**config.mk**
```make
export PLATFORM = sky130hd
export DESIGN_NAME = tennis_match_ctrl
export DESIGN_NICKNAME = d
export VERILOG_FILES = /design/src/rtl/tennis_pkg.sv /design/src/rtl/tennis_score.sv /design/src/rtl/tennis_match_ctrl.sv
export SDC_FILE = /design/constraint.sdc
export NUM_CORES = 1
export LEC_CHECK = 0
export ABC_CLOCK_PERIOD_IN_PS = 4400
export CORE_MARGIN = 1.5
export CORE_UTILIZATION = 57
export DETAILED_ROUTE_END_ITERATION = 10
export PLACE_DENSITY = 0.8
export SYNTH_ARGS = -nofsm -noshare
export SYNTH_HDL_FRONTEND = slang
export SYNTH_SLANG_ARGS = --single-unit
```
**constraint.sdc**
```tcl
create_clock -name clock -period 4.4 [get_ports clock]
set_clock_uncertainty 0.1 [all_clocks]
set_input_delay 0.44 -clock clock [delete_from_list [all_inputs] [get_ports clock]]
set_output_delay 0.44 -clock clock [all_outputs]
set_load 0.01 [all_outputs]
```
**src/rtl/tennis_pkg.sv**
```systemverilog
// Shared types and constants for the tennis LED court controller.
package tennis_pkg;

    typedef enum logic [2:0] {
        StServe,
        StToRight,
        StToLeft,
        StPoint,
        StMatchEnd
    } state_e;

    localparam logic [2:0] PT_0   = 3'd0;
    localparam logic [2:0] PT_15  = 3'd1;
    localparam logic [2:0] PT_30  = 3'd2;
    localparam logic [2:0] PT_40  = 3'd3;
    localparam logic [2:0] PT_ADV = 3'd4;

    localparam logic [3:0] POS_LEFT  = 4'd15;
    localparam logic [3:0] POS_RIGHT = 4'd0;

    function automatic logic [15:0] pos_to_light(input logic [3:0] pos);
        return 16'h0001 << pos;
    endfunction

endpackage

```
**src/rtl/tennis_score.sv**
```systemverilog
// Tennis point/deuce/game bookkeeping; game_won and match_won pulse in the award cycle.
module tennis_score
    import tennis_pkg::*;
#(
    parameter int unsigned GAMES_TO_WIN = 6
) (
    input  logic       clock,
    input  logic       reset,
    input  logic       award_valid,
    input  logic       award_winner,
    output logic [2:0] pts_left,
    output logic [2:0] pts_right,
    output logic [2:0] games_left,
    output logic [2:0] games_right,
    output logic       game_won,
    output logic       match_won
);

    localparam logic [2:0] GAMES_MAX = 3'(GAMES_TO_WIN);

    logic [2:0] pts_left_q, pts_left_d, pts_right_q, pts_right_d;
    logic [2:0] games_left_q, games_left_d, games_right_q, games_right_d;
    logic [2:0] w_pts, o_pts, w_games, w_pts_new, o_pts_new, w_games_new;

    always_comb begin
        pts_left_d    = pts_left_q;
        pts_right_d   = pts_right_q;
        games_left_d  = games_left_q;
        games_right_d = games_right_q;
        game_won      = 1'b0;
        match_won     = 1'b0;
        // Work in winner/opponent terms, then map back to left/right.
        w_pts       = award_winner ? pts_right_q : pts_left_q;
        o_pts       = award_winner ? pts_left_q : pts_right_q;
        w_games     = award_winner ? games_right_q : games_left_q;
        w_pts_new   = w_pts;
        o_pts_new   = o_pts;
        w_games_new = w_games;
        if (award_valid) begin
            if (w_pts < PT_40) begin
                w_pts_new = w_pts + 3'd1;
            end else if (w_pts == PT_40 && o_pts == PT_40) begin
                w_pts_new = PT_ADV;
            end else if (w_pts == PT_40 && o_pts == PT_ADV) begin
                o_pts_new = PT_40;
            end else begin
                game_won = 1'b1;
            end
            if (game_won) begin
                w_pts_new = PT_0;
                o_pts_new = PT_0;
                if (w_games < GAMES_MAX) begin
                    w_games_new = w_games + 3'd1;
                end
                match_won = (w_games_new == GAMES_MAX);
            end
            if (award_winner) begin
                pts_right_d   = w_pts_new;
                pts_left_d    = o_pts_new;
                games_right_d = w_games_new;
            end else begin
                pts_left_d    = w_pts_new;
                pts_right_d   = o_pts_new;
                games_left_d  = w_games_new;
            end
        end
    end

    always_ff @(posedge clock) begin
        if (reset) begin
            pts_left_q    <= PT_0;
            pts_right_q   <= PT_0;
            games_left_q  <= 3'd0;
            games_right_q <= 3'd0;
        end else begin
            pts_left_q    <= pts_left_d;
            pts_right_q   <= pts_right_d;
            games_left_q  <= games_left_d;
            games_right_q <= games_right_d;
        end
    end

    assign pts_left    = pts_left_q;
    assign pts_right   = pts_right_q;
    assign games_left  = games_left_q;
    assign games_right = games_right_q;

endmodule

```
**src/rtl/tennis_match_ctrl.sv**
```systemverilog
// Tennis court sequencer: step prescaler, button synchronizers, ball FSM and score keeping.
module tennis_match_ctrl
    import tennis_pkg::*;
#(
    parameter int unsigned STEP_DIV     = 25000000,
    parameter int unsigned GAMES_TO_WIN = 6,
    parameter int unsigned POINT_STEPS  = 2
) (
    input  logic        clock,
    input  logic        reset,
    input  logic        rightplayer,
    input  logic        leftplayer,
    output logic [15:0] light,
    output logic [2:0]  pts_left,
    output logic [2:0]  pts_right,
    output logic [2:0]  games_left,
    output logic [2:0]  games_right,
    output logic        server,
    output logic        match_over
);

    localparam int unsigned CW = (STEP_DIV > 1) ? $clog2(STEP_DIV) : 1;
    localparam int unsigned PW = (POINT_STEPS > 1) ? $clog2(POINT_STEPS) : 1;
    localparam logic [CW-1:0] CNT_LAST = CW'(STEP_DIV - 1);
    localparam logic [PW-1:0] PT_LAST  = PW'(POINT_STEPS - 1);
    localparam logic [2:0] GAMES_MAX   = 3'(GAMES_TO_WIN);

    state_e        state_q, state_d, rally_state;
    logic [3:0]    pos_q, pos_d;
    logic [CW-1:0] cnt_q, cnt_d;
    logic [PW-1:0] pt_cnt_q, pt_cnt_d;
    logic          server_q, server_d;
    logic [3:0]    right_sync_q, left_sync_q;
    logic          right_edge, left_edge, tick, state_change;
    logic          award_valid, award_winner, game_won, match_won;

    // Bits [1:0] synchronize, [3:2] detect the rising edge.
    assign right_edge = right_sync_q[2] & ~right_sync_q[3];
    assign left_edge  = left_sync_q[2] & ~left_sync_q[3];
    assign tick       = (cnt_q == CNT_LAST);

    always_comb begin
        rally_state  = state_q;
        pos_d        = pos_q;
        award_valid  = 1'b0;
        award_winner = 1'b0;
        unique case (state_q)
            StServe: begin
                if (!server_q && left_edge) begin
                    rally_state = StToRight;
                end else if (server_q && right_edge) begin
                    rally_state = StToLeft;
                end
            end
            StToRight: begin
                if (right_edge) begin
                    if (pos_q == POS_RIGHT) begin
                        rally_state = StToLeft;
                    end else begin
                        award_valid = 1'b1;
                    end
                end else if (tick) begin
                    if (pos_q == POS_RIGHT) begin
                        award_valid = 1'b1;
                    end else begin
                        pos_d = pos_q - 4'd1;
                    end
                end
            end
            StToLeft: begin
                award_winner = 1'b1;
                if (left_edge) begin
                    if (pos_q == POS_LEFT) begin
                        rally_state = StToRight;
                    end else begin
                        award_valid = 1'b1;
                    end
                end else if (tick) begin
                    if (pos_q == POS_LEFT) begin
                        award_valid = 1'b1;
                    end else begin
                        pos_d = pos_q + 4'd1;
                    end
                end
            end
            StPoint: begin
                if (tick && pt_cnt_q == PT_LAST) begin
                    rally_state = StServe;
                    pos_d       = server_q ? POS_RIGHT : POS_LEFT;
                end
            end
            StMatchEnd: begin
            end
            default: rally_state = StServe;
        endcase
    end

    assign state_d  = award_valid ? (match_won ? StMatchEnd : StPoint) : rally_state;
    assign server_d = server_q ^ game_won;

    always_comb begin
        state_change = (state_d != state_q);
        cnt_d        = (state_change || tick) ? '0 : cnt_q + 1'b1;
        pt_cnt_d     = pt_cnt_q;
        if (state_change) begin
            pt_cnt_d = '0;
        end else if (state_q == StPoint && tick) begin
            pt_cnt_d = pt_cnt_q + 1'b1;
        end
    end

    always_ff @(posedge clock) begin
        if (reset) begin
            state_q      <= StServe;
            pos_q        <= POS_LEFT;
            cnt_q        <= '0;
            pt_cnt_q     <= '0;
            server_q     <= 1'b0;
            right_sync_q <= '1;
            left_sync_q  <= '1;
        end else begin
            state_q      <= state_d;
            pos_q        <= pos_d;
            cnt_q        <= cnt_d;
            pt_cnt_q     <= pt_cnt_d;
            server_q     <= server_d;
            right_sync_q <= {right_sync_q[2:0], rightplayer};
            left_sync_q  <= {left_sync_q[2:0], leftplayer};
        end
    end

    tennis_score #(
        .GAMES_TO_WIN(GAMES_TO_WIN)
    ) u_score (
        .clock       (clock),
        .reset       (reset),
        .award_valid (award_valid),
        .award_winner(award_winner),
        .pts_left    (pts_left),
        .pts_right   (pts_right),
        .games_left  (games_left),
        .games_right (games_right),
        .game_won    (game_won),
        .match_won   (match_won)
    );

    always_comb begin
        light = 16'h0000;
        unique case (state_q)
            StServe, StToRight, StToLeft: light = pos_to_light(pos_q);
            StMatchEnd: light = (games_left == GAMES_MAX) ? 16'hFF00 : 16'h00FF;
            default:    light = 16'h0000;
        endcase
    end

    assign server     = server_q;
    assign match_over = (state_q == StMatchEnd);

endmodule

```
Yosys cells after proc, flatten, opt, wreduce, memory -nomap -nowiden

Index checks and enable logic that the tools add are counted.

Muxes and demuxes: 54
Bitwise logic cells: 6
Add/sub/neg operators: 6
Div/mod/pow operators: 0
Reduce and logical (&&, ||, !) cells: 17
Multipliers: 0
$lt $le $gt $ge: 2
Shift operators: 1
Equality and inequality tests: 19

Operators with widths:

| kind                  | count |
|---|---|
| $mux 3                | 25 |
| $mux 4                | 8 |
| $pmux 16 s2           | 1 |
| $add 25x1->25 const B | 1 |
| $eq 25x25->1 const B  | 1 |
| $mux 1                | 16 |
| $mux 16               | 1 |
| $shl 1x4->16 const A  | 1 |
| $pmux 3 s5            | 1 |
| $ne 2x2->1 const B    | 7 |
| $eq 3x2->1 const B    | 4 |
| $eq 3x3->1 const B    | 4 |
| $pmux 4 s3            | 1 |
| $reduce_and 8->1      | 1 |
| $add 3x1->3 const B   | 2 |
| $logic_and 1x1->1     | 6 |
| $add 4x1->4 const B   | 1 |
| $eq 4x4->1 const B    | 1 |
| $logic_not 4->1       | 1 |
| $reduce_and 2->1      | 2 |
| $reduce_or 2->1       | 2 |
| $sub 4x1->4 const B   | 1 |
| $eq 3x1->1 const B    | 1 |
| $logic_not 3->1       | 1 |
| 12 further kinds      | 15 |

Latch bits: 0
Input bits: 4
Bits in registers: 54
Bits in read-only memories: 0
Memories: 0
Word-level logic and storage cells: 116
Bits in writable memories: 0

Depth between registers and ports, before layout

Gate-level depths: netlist of run 1.

Word-level depth: 19
Depth in mapped cells: 17
Mapped depth without buffers: 14

Cells and area by module

Synthesis of run 1 repeated with hierarchy kept, for this count alone.

Cell total of the unflattened synthesis: 425
Area, all modules: 3407.0 um2

Modules (own cells, without submodules):

| module            | times used | area an instance (um2) | seq. area each (um2) | cells an instance |
|---|---|---|---|---|
| tennis_match_ctrl | 1          | 2314.7                 | 840.8                | 283 |
| tennis_score      | 1          | 1092.3                 | 240.2                | 142 |

Worst setup path before layout of run 1

Ideal clock, no wire load.

Kind: register to register
Start point: register state_q[2]
End point: register cnt_q[10]
Cell stages (with the launch flop): 15
Clock period less this slack: 3.374 ns
Setup slack: 1.026 ns
Library setup time: 0.088 ns
Buffers on the path: 3
Arrival: 3.186 ns
Path through: dfxtp_1 > nor3b_4 > clkbuf_1 > mux2i_1 > ha_1 > nand3_1 > mux2_1 > o22a_1 > and2_1 > buf_6 > o211ai_4 > o31ai_4 > xnor2_4 > buf_6 > nor4_2

Longest elaborated chain between the ends: 16
Elaborated cells between the ends (all ways): 41
Those cells by class: add/sub (1); order compare (2); eq/ne (9); mux (24); reduce/logical (5)

RTL lines:

| what                                                                 | line                     | RTL |
|---|---|---|
| start, declared                                                      | tennis_match_ctrl.sv:28  | `state_e state_q, state_d, rally_state;` |
| start signal, assigned                                               | tennis_match_ctrl.sv:114 | `state_q <= StServe;` |
| start signal, assigned                                               | tennis_match_ctrl.sv:122 | `state_q <= state_d;` |
| parallel branches: the longest is 13 deep, another holds $add 3x1->3 | n/a                      |  |
| $ne 3x3->1 *                                                         | tennis_match_ctrl.sv:102 | `state_change = (state_d != state_q);` |
| $logic_or 1x1->1 *                                                   | tennis_match_ctrl.sv:103 | `cnt_d = (state_change \|\| tick) ? '0 : cnt_q + 1'b1;` |
| $reduce_or 2->1 (no line) *                                          | n/a                      |  |
| end signal, assigned                                                 | tennis_match_ctrl.sv:124 | `cnt_q <= cnt_d;` |
| end, declared                                                        | tennis_match_ctrl.sv:30  | `logic [CW-1:0] cnt_q, cnt_d;` |

Mark *: on every way between the ends. The select of a mux whose other input is x is not followed.
A chain may end at the register's enable or synchronous reset.

Worst setup path in the final report of run 1

Start point: register state_q[0]
End point: register pt_cnt_q

Longest elaborated chain between the ends: 15
Elaborated cells between the ends (all ways): 41
Those cells by class: add/sub (1); order compare (2); eq/ne (9); mux (24); reduce/logical (5)

RTL lines:

| what                                                                 | line                     | RTL |
|---|---|---|
| parallel branches: the longest is 15 deep, another holds $add 3x1->3 | n/a                      |  |
| end signal, assigned                                                 | tennis_match_ctrl.sv:125 | `pt_cnt_q <= pt_cnt_d;` |
| end, declared                                                        | tennis_match_ctrl.sv:31  | `logic [PW-1:0] pt_cnt_q, pt_cnt_d;` |

Several ways; the timed one is not identified. The select of a mux whose other input is x is not followed.

==> results.md, run 1 <==
* Outcome: finished clean
* I/O pin cnt at 34
* Port bufs at 33
* Antenna Cells at 0
* Fraction of layout cells with a size suffix above 1 at between 10 and 15%
* Sequential area share after synthesis at 31.9%
* Top cells by count, synth: 70 x nand2_1, 54 x dfxtp_1, 34 x nor2_1
* Crit path required time at between 4000 and 5000 ps
* Initial Util at 60.4%
* Wirelength per Cell at 15.0 µm
* P_int at 673 µW
* Clk network pwr share at 38.4%
* Clock slew at reported path FFs at about 100 ps
* Vias/cell at ~5.9
* RSZ-0062 raised after global routing: false
* Max Fanout on Critical Path at 27
* Dpl hpwl at 5.38 mm
* CTS resizes at 0
* Die width at between 80 and 90 µm
* Clk buf depth at 2
* Sw frac at 22.2%
* Cell Area, Synth at around 3400 µm²
* Tmin final at ~3900 ps
* Pwr Density at 223 nW/µm²
* #FFs+latches synth at 54
* Most frequent cell after synthesis: nand2_1
* Worst Path Arrival at around 4000 ps
* Worst-margin pin slew at 719 ps
* Total track usage at ~25%
* Hold Vio Cnt, Final at 0
* LEAKAGE at 0.00140 µW
* Total negative slack at 0 ps
* Final ANT Viol Nets at 0
* Post-synth top area share at 31.9%
* Post-layout nets at 446
* Synth Instances at 405
* Fin cells at 507
* Vias in the first global route at between 2k and 3k
* Synth Area per Inst at 8.36 µm²
* Num CTS Buffers at 5
* Clk_lat worst skew at 310 ps
* Min-delay worst type: reg -> reg
* Die Y at 80.1 µm
* Grt total ovfl at 0
* Worst VDD drop at 0.182 mV
* Share of synthesized registers carrying an async set or reset at 0%
* Post-synth top area cell: dfxtp_1
* Startpoint class of the critical path: register
* Clk sinks at 54
* Reg power frac at 57.7%
* Post-Syn Nets at 416
* Placed insts at 500
* Area delta synth->final at 14.4%
* Drt initial violations at 188
* Max Freq at between 200 and 300 MHz
* First-pass GRT wire length at 12.9 mm
* Total Wirelength at between 7 and 8 mm
* Critical path capture point type: register
* Die ar. at roughly 6400 µm²
* Relative slew slack at 52.1%
* H-tree depth at 2
* Initial DRT Pass Iterations at 4
* Slew Limit Fails at 0
* Post-synth EDFFs at 0
* Largest net degree at the start of global routing at 28
* Cts hold-fix bufs at 0
* # setup viols final at 0
* Core region area at ~5600 µm²
* Fill cell count at 471
* Most used flip-flop cell after synthesis: dfxtp_1
* Max-cap violations at 0
* Number of library cell types mapped by synthesis at 59
* Initial antenna violation count at 0
* Synth warnings at 0
* Vias at 3,010
* # DRC at 0
* Critical path class: reg -> reg
* CTS tree: done
* Placer Congestion at 1.04
* Setup bufs post-CTS at 0
* Rows at 27
* Combinational share of power at 3.9%
* Final worst path period share at between 80% and 90%
* Synth top area cells: dfxtp_1 32%, nand2_1 7.8%, nor4_2 7.8%
* Root Driver: clkbuf_8
* Switching pwr at 192 µW
power by group through the flow:
stage | Sequential, µW | Clock [µW] | Combinational, µW
after global routing | 500 | 358 | 37.4
after CTS | 499 | 337 | 33.6
final | 499 | 332 | 33.5
after global placement | 510 | 0 | 32.9
after detailed placement | 510 | 0 | 33.2
after floorplan | 509 | 0 | 26.1
metal layers:
metal	vias up	global-route usage (%)	part of all wire (%)
li1	1505	-	-
met1	1401	33.9	47
met2	94	41.4	47
met3	10	3.86	5.2
met4	0	7.07	1.2
met5	-	0	0
through the flow:
stage / cell area (µm²) / hold WS, ps / setup WS (ps) / total power [µW] / util [%]
6_report: 3870 / 317 / 540 / 865 / 69.0
4_1_cts: 3870 / 318 / 570 / 869 / 69.0
2_1_floorplan: 3380 / 289 / 1030 / 535 / -
5_1_grt: 3870 / 331 / 169 / 896 / 69.0
3_3_place_gp: 3760 / 290 / 764 / 543 / 67.1
3_5_place_dp: 3760 / 295 / 599 / 544 / 67.1
cell type report:
class / instances / area, µm² / area share, %
inverters: 5 / 18.8 / 0.485
clock buffers: 5 / 68.8 / 1.78
multi-input cells: 327 / 2180 / 56.2
flip-flops and latches: 54 / 1080 / 27.9
clock inverters: 2 / 38.8 / 1.00
well taps: 72 / 90.1 / 2.33
repair buffers: 42 / 398 / 10.3
final timing paths:
check	cells after the start	slack (ps)	from	endpoint
worst max register to register	10	540	state_q[0]$_SDFF_PP0_	pt_cnt_q$_SDFFE_PP0P_
worst max-delay path	10	540	state_q[0]$_SDFF_PP0_	pt_cnt_q$_SDFFE_PP0P_
worst min register to register	1	320	right_sync_q[1]$_SDFF_PP1_	right_sync_q[2]$_SDFF_PP1_
worst min-delay path	1	320	right_sync_q[1]$_SDFF_PP1_	right_sync_q[2]$_SDFF_PP1_
cells in the final DEF, fill, tap and decap left out, types with 3 or more instances in the layout:
cell              n
nand2_1          70
dfxtp_1          54
a211oi_1          3
nor2_1           34
and2_1            3
clkdlybuf4s50_1  33
a31oi_1           4
buf_4             9
inv_1             4
nor3_1            7
o22ai_1           3
o21ai_0          28
xnor2_1          20
nand2b_1          7
or2_2             9
ha_1              6
a21oi_1          16
nand3_1          14
nand4_1           4
xor2_1            7
or3_1             4
clkbuf_8          5
mux2i_1           6
nor4_2           21
and3_1           12
and4_1            4
nor4_1            5
sequential cells by signal, summed over array words and instances (netlist names):
| signal | flops |
|---|---|
| u_score.games_left | 3 |
| server | 1 |
| u_score.pts_right | 3 |
| u_score.games_right | 3 |
| left_sync_q | 4 |
| u_score.pts_left | 3 |
| state_q | 3 |
| pt_cnt_q | 1 |
| cnt_q | 25 |
| right_sync_q | 4 |
| pos_q | 4 |
logic make-up (layout without fill, tap and decap cells):
| logic type | after synthesis | in the layout | synth area share [%] |
|---|---|---|---|
| AOI/OAI and AO/OA | 74 | 74 | 14.3 |
| adders and majority gates | 7 | 7 | 2.81 |
| xor gates and xnor gates | 29 | 29 | 8.28 |
| muxes | 9 | 9 | 3.44 |
| buffers and inverters | 24 | 54 | 3.77 |
| DFF | 54 | 54 | 31.9 |
| and+or+nand+nor | 208 | 208 | 35.5 |
critical path, stage by stage (launching register included):
cell       delay, ps
dfxtp_1          480
nor3b_4          510
mux2i_1          420
ha_1             250
nand3_1          100
mux2_1           320
o22a_1           260
and2_1           280
o211ai_4         150
nand2_2          440
a2111oi_2        450
Power figures use the tool's default switching activity.
==> run 2, diff against run 1 <==
--- a/constraint.sdc
+++ b/constraint.sdc
@@ -4,2 +4,2 @@
 set_output_delay 0.44 -clock clock [all_outputs]
-set_load 0.01 [all_outputs]
+set_load 0.02 [all_outputs]
==> results of run 2 <==
Same layout as run 1 (identical final DEF). Status: finished clean.
